File: src/rtl/hazard_scoreboard.sv
`default_nettype none
// ============================================================================
// Module   : hazard_scoreboard
// Purpose  : Per-register in-flight write tracker that stalls decode on RAW
//            hazards or counter saturation, with stall and underflow stats.
// Revision : 1.0 - initial release
// ============================================================================
module hazard_scoreboard (
    input  logic        clk,
    input  logic        rst,
    input  logic        issue_valid,
    input  logic        issue_wb_en,
    input  logic [3:0]  issue_dest,
    input  logic [3:0]  issue_src1,
    input  logic [3:0]  issue_src2,
    input  logic        issue_two_src,
    input  logic        flush,
    input  logic        wb_wb_en,
    input  logic [3:0]  wb_dest,
    output logic        stall,
    output logic        issue_accept,
    output logic [15:0] pending_mask,
    output logic [5:0]  inflight_total,
    output logic [15:0] stall_cycles,
    output logic        underflow_err
);

    localparam int         C_NUM_REGS  = 16;
    localparam logic [1:0] C_CNT_MAX   = 2'd3;
    localparam logic [15:0] C_STALL_MAX = 16'hFFFF;

    logic [C_NUM_REGS-1:0][1:0] r_cnt;
    logic [C_NUM_REGS-1:0][1:0] w_cnt_next;
    logic [15:0]                r_pending_mask;
    logic [5:0]                 r_inflight_total;
    logic [15:0]                r_stall_cycles;
    logic                       r_underflow_err;

    logic w_hazard;
    logic w_sat;
    logic w_inc;
    logic w_dec;
    logic w_underflow;

    // Hazard detection looks only at registered counts, so a write-back
    // landing this cycle releases the stall one cycle later.
    assign w_hazard     = (r_cnt[issue_src1] != 2'd0) |
                          (issue_two_src & (r_cnt[issue_src2] != 2'd0));
    assign w_sat        = issue_wb_en & (r_cnt[issue_dest] == C_CNT_MAX);
    assign stall        = issue_valid & ~flush & (w_hazard | w_sat);
    assign issue_accept = issue_valid & ~flush & ~stall;

    assign w_inc       = issue_accept & issue_wb_en;
    assign w_dec       = wb_wb_en & (r_cnt[wb_dest] != 2'd0);
    assign w_underflow = wb_wb_en & (r_cnt[wb_dest] == 2'd0);

    generate
        for (genvar gi = 0; gi < C_NUM_REGS; gi++) begin : g_cnt
            logic w_hit_inc;
            logic w_hit_dec;
            assign w_hit_inc = w_inc & (issue_dest == 4'(gi));
            assign w_hit_dec = w_dec & (wb_dest == 4'(gi));
            assign w_cnt_next[gi] = (w_hit_inc & ~w_hit_dec) ? r_cnt[gi] + 2'd1 :
                                    (w_hit_dec & ~w_hit_inc) ? r_cnt[gi] - 2'd1 :
                                    r_cnt[gi];
        end
    endgenerate

    always_ff @(posedge clk) begin
        if (rst) begin
            r_cnt            <= '0;
            r_pending_mask   <= '0;
            r_inflight_total <= '0;
            r_stall_cycles   <= '0;
            r_underflow_err  <= 1'b0;
        end else begin
            for (int i = 0; i < C_NUM_REGS; i++) begin
                r_cnt[i]          <= w_cnt_next[i];
                r_pending_mask[i] <= (w_cnt_next[i] != 2'd0);
            end
            // Same-register inc and dec cancel here exactly as in the counter.
            r_inflight_total <= r_inflight_total + {5'd0, w_inc} - {5'd0, w_dec};
            if (stall && (r_stall_cycles != C_STALL_MAX)) begin
                r_stall_cycles <= r_stall_cycles + 16'd1;
            end
            if (w_underflow) begin
                r_underflow_err <= 1'b1;
            end
        end
    end

    assign pending_mask   = r_pending_mask;
    assign inflight_total = r_inflight_total;
    assign stall_cycles   = r_stall_cycles;
    assign underflow_err  = r_underflow_err;

endmodule
`default_nettype wire

File: config.mk
export PLATFORM = sky130hd
export DESIGN_NAME = hazard_scoreboard
export DESIGN_NICKNAME = d
export VERILOG_FILES = /design/src/rtl/hazard_scoreboard.sv
export SDC_FILE = /design/constraint.sdc
export NUM_CORES = 1
export LEC_CHECK = 0
export CORE_ASPECT_RATIO = 1.25
export CORE_UTILIZATION = 40
export DETAILED_ROUTE_END_ITERATION = 7
export PLACE_DENSITY = 0.62
export SLEW_MARGIN = 0
export SYNTH_ARGS = -nofsm -noshare
export SYNTH_HDL_FRONTEND = slang
export SYNTH_SLANG_ARGS = --single-unit
File: constraint.sdc
create_clock -name clk -period 9.3 [get_ports clk]
set_clock_uncertainty 0.15 [all_clocks]
set_input_delay 1.86 -clock clk [delete_from_list [all_inputs] [get_ports clk]]
set_output_delay 1.86 -clock clk [all_outputs]
set_load 0.03 [all_outputs]
==> key figures <==
Pwr
  – Cell leakage power: about 2.0 nW
  – Peak supply drop: 80.8 uV
  – NetSw: 233 uW
  – Pwr Density: 151 nW/um^2
  – Clock share of power: about 43%
  – Switching share of power: 27.2%
  – Power Total: around 850 uW
  – Sequential share of power: around 38%
  – Gate power share: between 15 and 20%
  – P_int: ~620 uW

Critical path
  – R2r worst-path depth: 16
  – WP data arrival: a little over 5 ns
  – Startpoint Class: input port
  – Worst-path fanout max: 14
  – Stages on worst setup path: 8
  – Crit-path leading delay family: buffers and inverters
  – Reg2reg start: r_cnt[8]
  – Worst path most repeated cell: clkdlybuf4s50_1
  – CP startpoint: issue_dest[0]
  – Worst stage delay on the critical path: between 0.8 and 0.9 ns
  – Slowest CP cell: clkdlybuf4s50_1
  – CP cell instances: clkdlybuf4s50_1, mux4_2, a22o_1, a31o_1, and2_1, nor3_4, nor2_1, clkdlybuf4s50_1
  – CP endpoint kind: primary output
  – Critical path class: in2out
  – Worst Path Required: between 7 and 8 ns
  – Buf+Inv Stages, Crit Path: 2

Placed design
  – Routability Congestion: 0.930
  – DPL Wire Length: 9.94 mm
  – Placed Cells: ~710
  – IO Port Bufs: 63

STA
  – Final period utilization: 75.7%
  – Final min period: between 7 and 8 ns
  – Least-Margin Pin Slew: between 0.9 and 1 ns
  – RSZ-0062 raised after global routing: false
  – Hold Fails Final Rpt: 0
  – Final Max Slew Viols: 0
  – Setup violators final: 0
  – TNS Setup: 0 ns
  – Slew headroom: ~37%
  – F_max: 142 MHz
  – Worst hold slack: 0.323 ns

GRT
  – Vias in the first global route: 4083
  – Global route overflow: 0
  – Pin count of the biggest net entering global routing: 72
  – All-Layer GR Usage: between 20 and 25%
  – Initial antenna violation count: 0
  – First-pass GRT wire length: between 20 and 25 mm

Synthesis
  – Top cell type's share of synthesized area: 30.4%
  – EDFF count, synth: 0
  – Synthesized area: ~4700 um^2
  – Synth Net Count: between 500 and 600
  – Ys Warns: 0
  – Synthesized instance count: about 540
  – Register area share after synthesis: between 30% and 40%
  – Ys flop type: dfxtp_1
  – Netlist cell types: between 60 and 70
  – Register bit count reported by yosys: 71
  – Mean Syn Cell Area: 8.62 um^2
  – Synth area leaders: dfxtp_1 (30%), mux4_2 (8.2%), nor2_1 (5.9%)
  – FFs w/ async S/R, synth: 0%
  – Synth area leader: dfxtp_1

Min path
  – Worst min path class: reg2reg
  – Hold depth: 2
  – Hold_sp: underflow_err

Cells and area
  – Area delta synth->final: 21.1%
  – Commonest non-fill, non-tap cells in the layout: nor2_1 (73), dfxtp_1 (71), clkdlybuf4s50_1 (62), nand2_1 (28), a21oi_1 (22)
  – Fillers: around 1100
  – ANT cells: 0
  – Commonest non-fill, non-tap cell in the layout: nor2_1
  – Nets@finish: between 600 and 700
  – Layout cells sized above 1: 8.94%
  – Fin cells: 728
  – Finished Core Util: about 50%

Clock tree
  – CTS tree: built
  – Root buffer cell: clkbuf_16
  – Clock sinks: 71
  – Htree depth: 3
  – CTS Hold Buffers Added: 0
  – Post-CTS Repair Setup Buffers: 0
  – Clk Latency, worst-skew pair: between 0.3 and 0.4 ns
  – Max Buffers Root-to-Sink: 2
  – Worst-path clk slew: roughly 0.06 ns
  – Post-CTS sizing: 0
  – Cts bufs inserted: 9

Floorplanning
  – Core area: ~11000 um^2
  – Num ports: between 60 and 70
  – Die footprint: about 12000 um^2
  – Starting Density: around two fifths
  – Die W: between 90 and 100 um
  – Die H: ~120 um
  – Placement Rows: 43

Detailed routing
  – Initial DRT Pass Iterations: 5
  – Total Wirelength: roughly 13 mm
  – Drt wl/cell: approximately 18 um
  – Vias per cell: 6.15
  – DRC viols: 0
  – Post-route ant nets: 0
  – DR iter-0 viols: about 370
  – Routed vias: 4474

Run
  – MaxCap Viol Count: 0

Run status
  – Status: finished clean
worst register-to-register path, delay by kind of cell (launching register included):
| kind | cells | cell delay (ns) |
|---|---|---|
| adder cells (fa/ha/maj) | 3 | 0.90 |
| flip-flops | 1 | 0.37 |
| XOR/XNOR | 1 | 0.17 |
| AO/OA/AOI/OAI | 1 | 0.14 |
| multiplexers | 3 | 0.96 |
| buffers and inverters | 1 | 0.04 |
| AND/OR/NAND/NOR | 7 | 1.12 |
cells in the mapped netlist, types with 8 or more instances:
cell / number
nand2_1: 28
nor4_1: 13
and2_1: 10
inv_1: 16
nand4_1: 17
nor2_1: 73
and3_1: 8
a21oi_1: 22
mux2i_1: 8
a211oi_1: 8
mux4_2: 17
xnor2_1: 19
dfxtp_1: 71
nand3_1: 19
nor2b_1: 18
nor3_1: 19
clkbuf_1: 24
a31oi_1: 8
sequential cells by signal, indices dropped and copies added, names as in the netlist:
name            flops
r_cnt              32
pending_mask       16
stall_cycles       16
underflow_err       1
inflight_total      6
final cells by class:
| cell class | count | area [um^2] | share of cell area (%) |
|---|---|---|---|
| Inverter | 18 | 67.6 | 1.19 |
| Timing Repair Buffer | 68 | 663 | 11.7 |
| Sequential cell | 71 | 1420 | 25.1 |
| Clock inverter | 4 | 70.1 | 1.24 |
| Multi-Input combinational cell | 420 | 3040 | 53.6 |
| Clock buffer | 12 | 236 | 4.17 |
| Tap cell | 135 | 169 | 2.98 |
power by group through the flow:
stage | Combinational [mW] | Clock, mW | Sequential (mW)
final | 0.167 | 0.363 | 0.324
after global routing | 0.186 | 0.384 | 0.326
after CTS | 0.169 | 0.373 | 0.324
after detailed placement | 0.167 | 0 | 0.331
after global placement | 0.165 | 0 | 0.331
after floorplan | 0.101 | 0 | 0.348
kinds of logic (layout without fill, tap and decap cells):
family	after synthesis	count (layout)	share of synthesized area (%)
and+or+nand+nor	248	248	28.4
AOI/OAI and AO/OA	103	103	16.0
DFF	71	71	30.4
buffers and inverters	52	102	4.70
muxes	31	31	11.3
xor gates and xnor gates	30	30	6.87
adders and majority gates	8	8	2.30
through the flow:
step                      setup WS, ns  area [um^2]
after global routing              2.00         5670
after detailed placement          2.26         5360
after global placement            2.29         5360
after CTS                         2.25         5670
final                             2.26         5670
after floorplan                   3.25         4680
path summary, 6_finish.rpt:
check / endpoint / slack [ns]
worst min-delay path: underflow_err / 0.32
worst max-delay path: stall / 2.26
worst min register to register: underflow_err / 0.32
worst max register to register: inflight_total[4] / 5.32
metal layers:
layer | GRT usage (%) | part of all wire (%) | vias up
met1 | 29.2 | 43 | 2164
met2 | 39.0 | 49 | 163
met5 | 0 | 0 | -
met4 | 9.33 | 2.7 | 0
li1 | - | - | 2118
met3 | 4.47 | 5.8 | 29
Power figures use the tool's default switching activity.
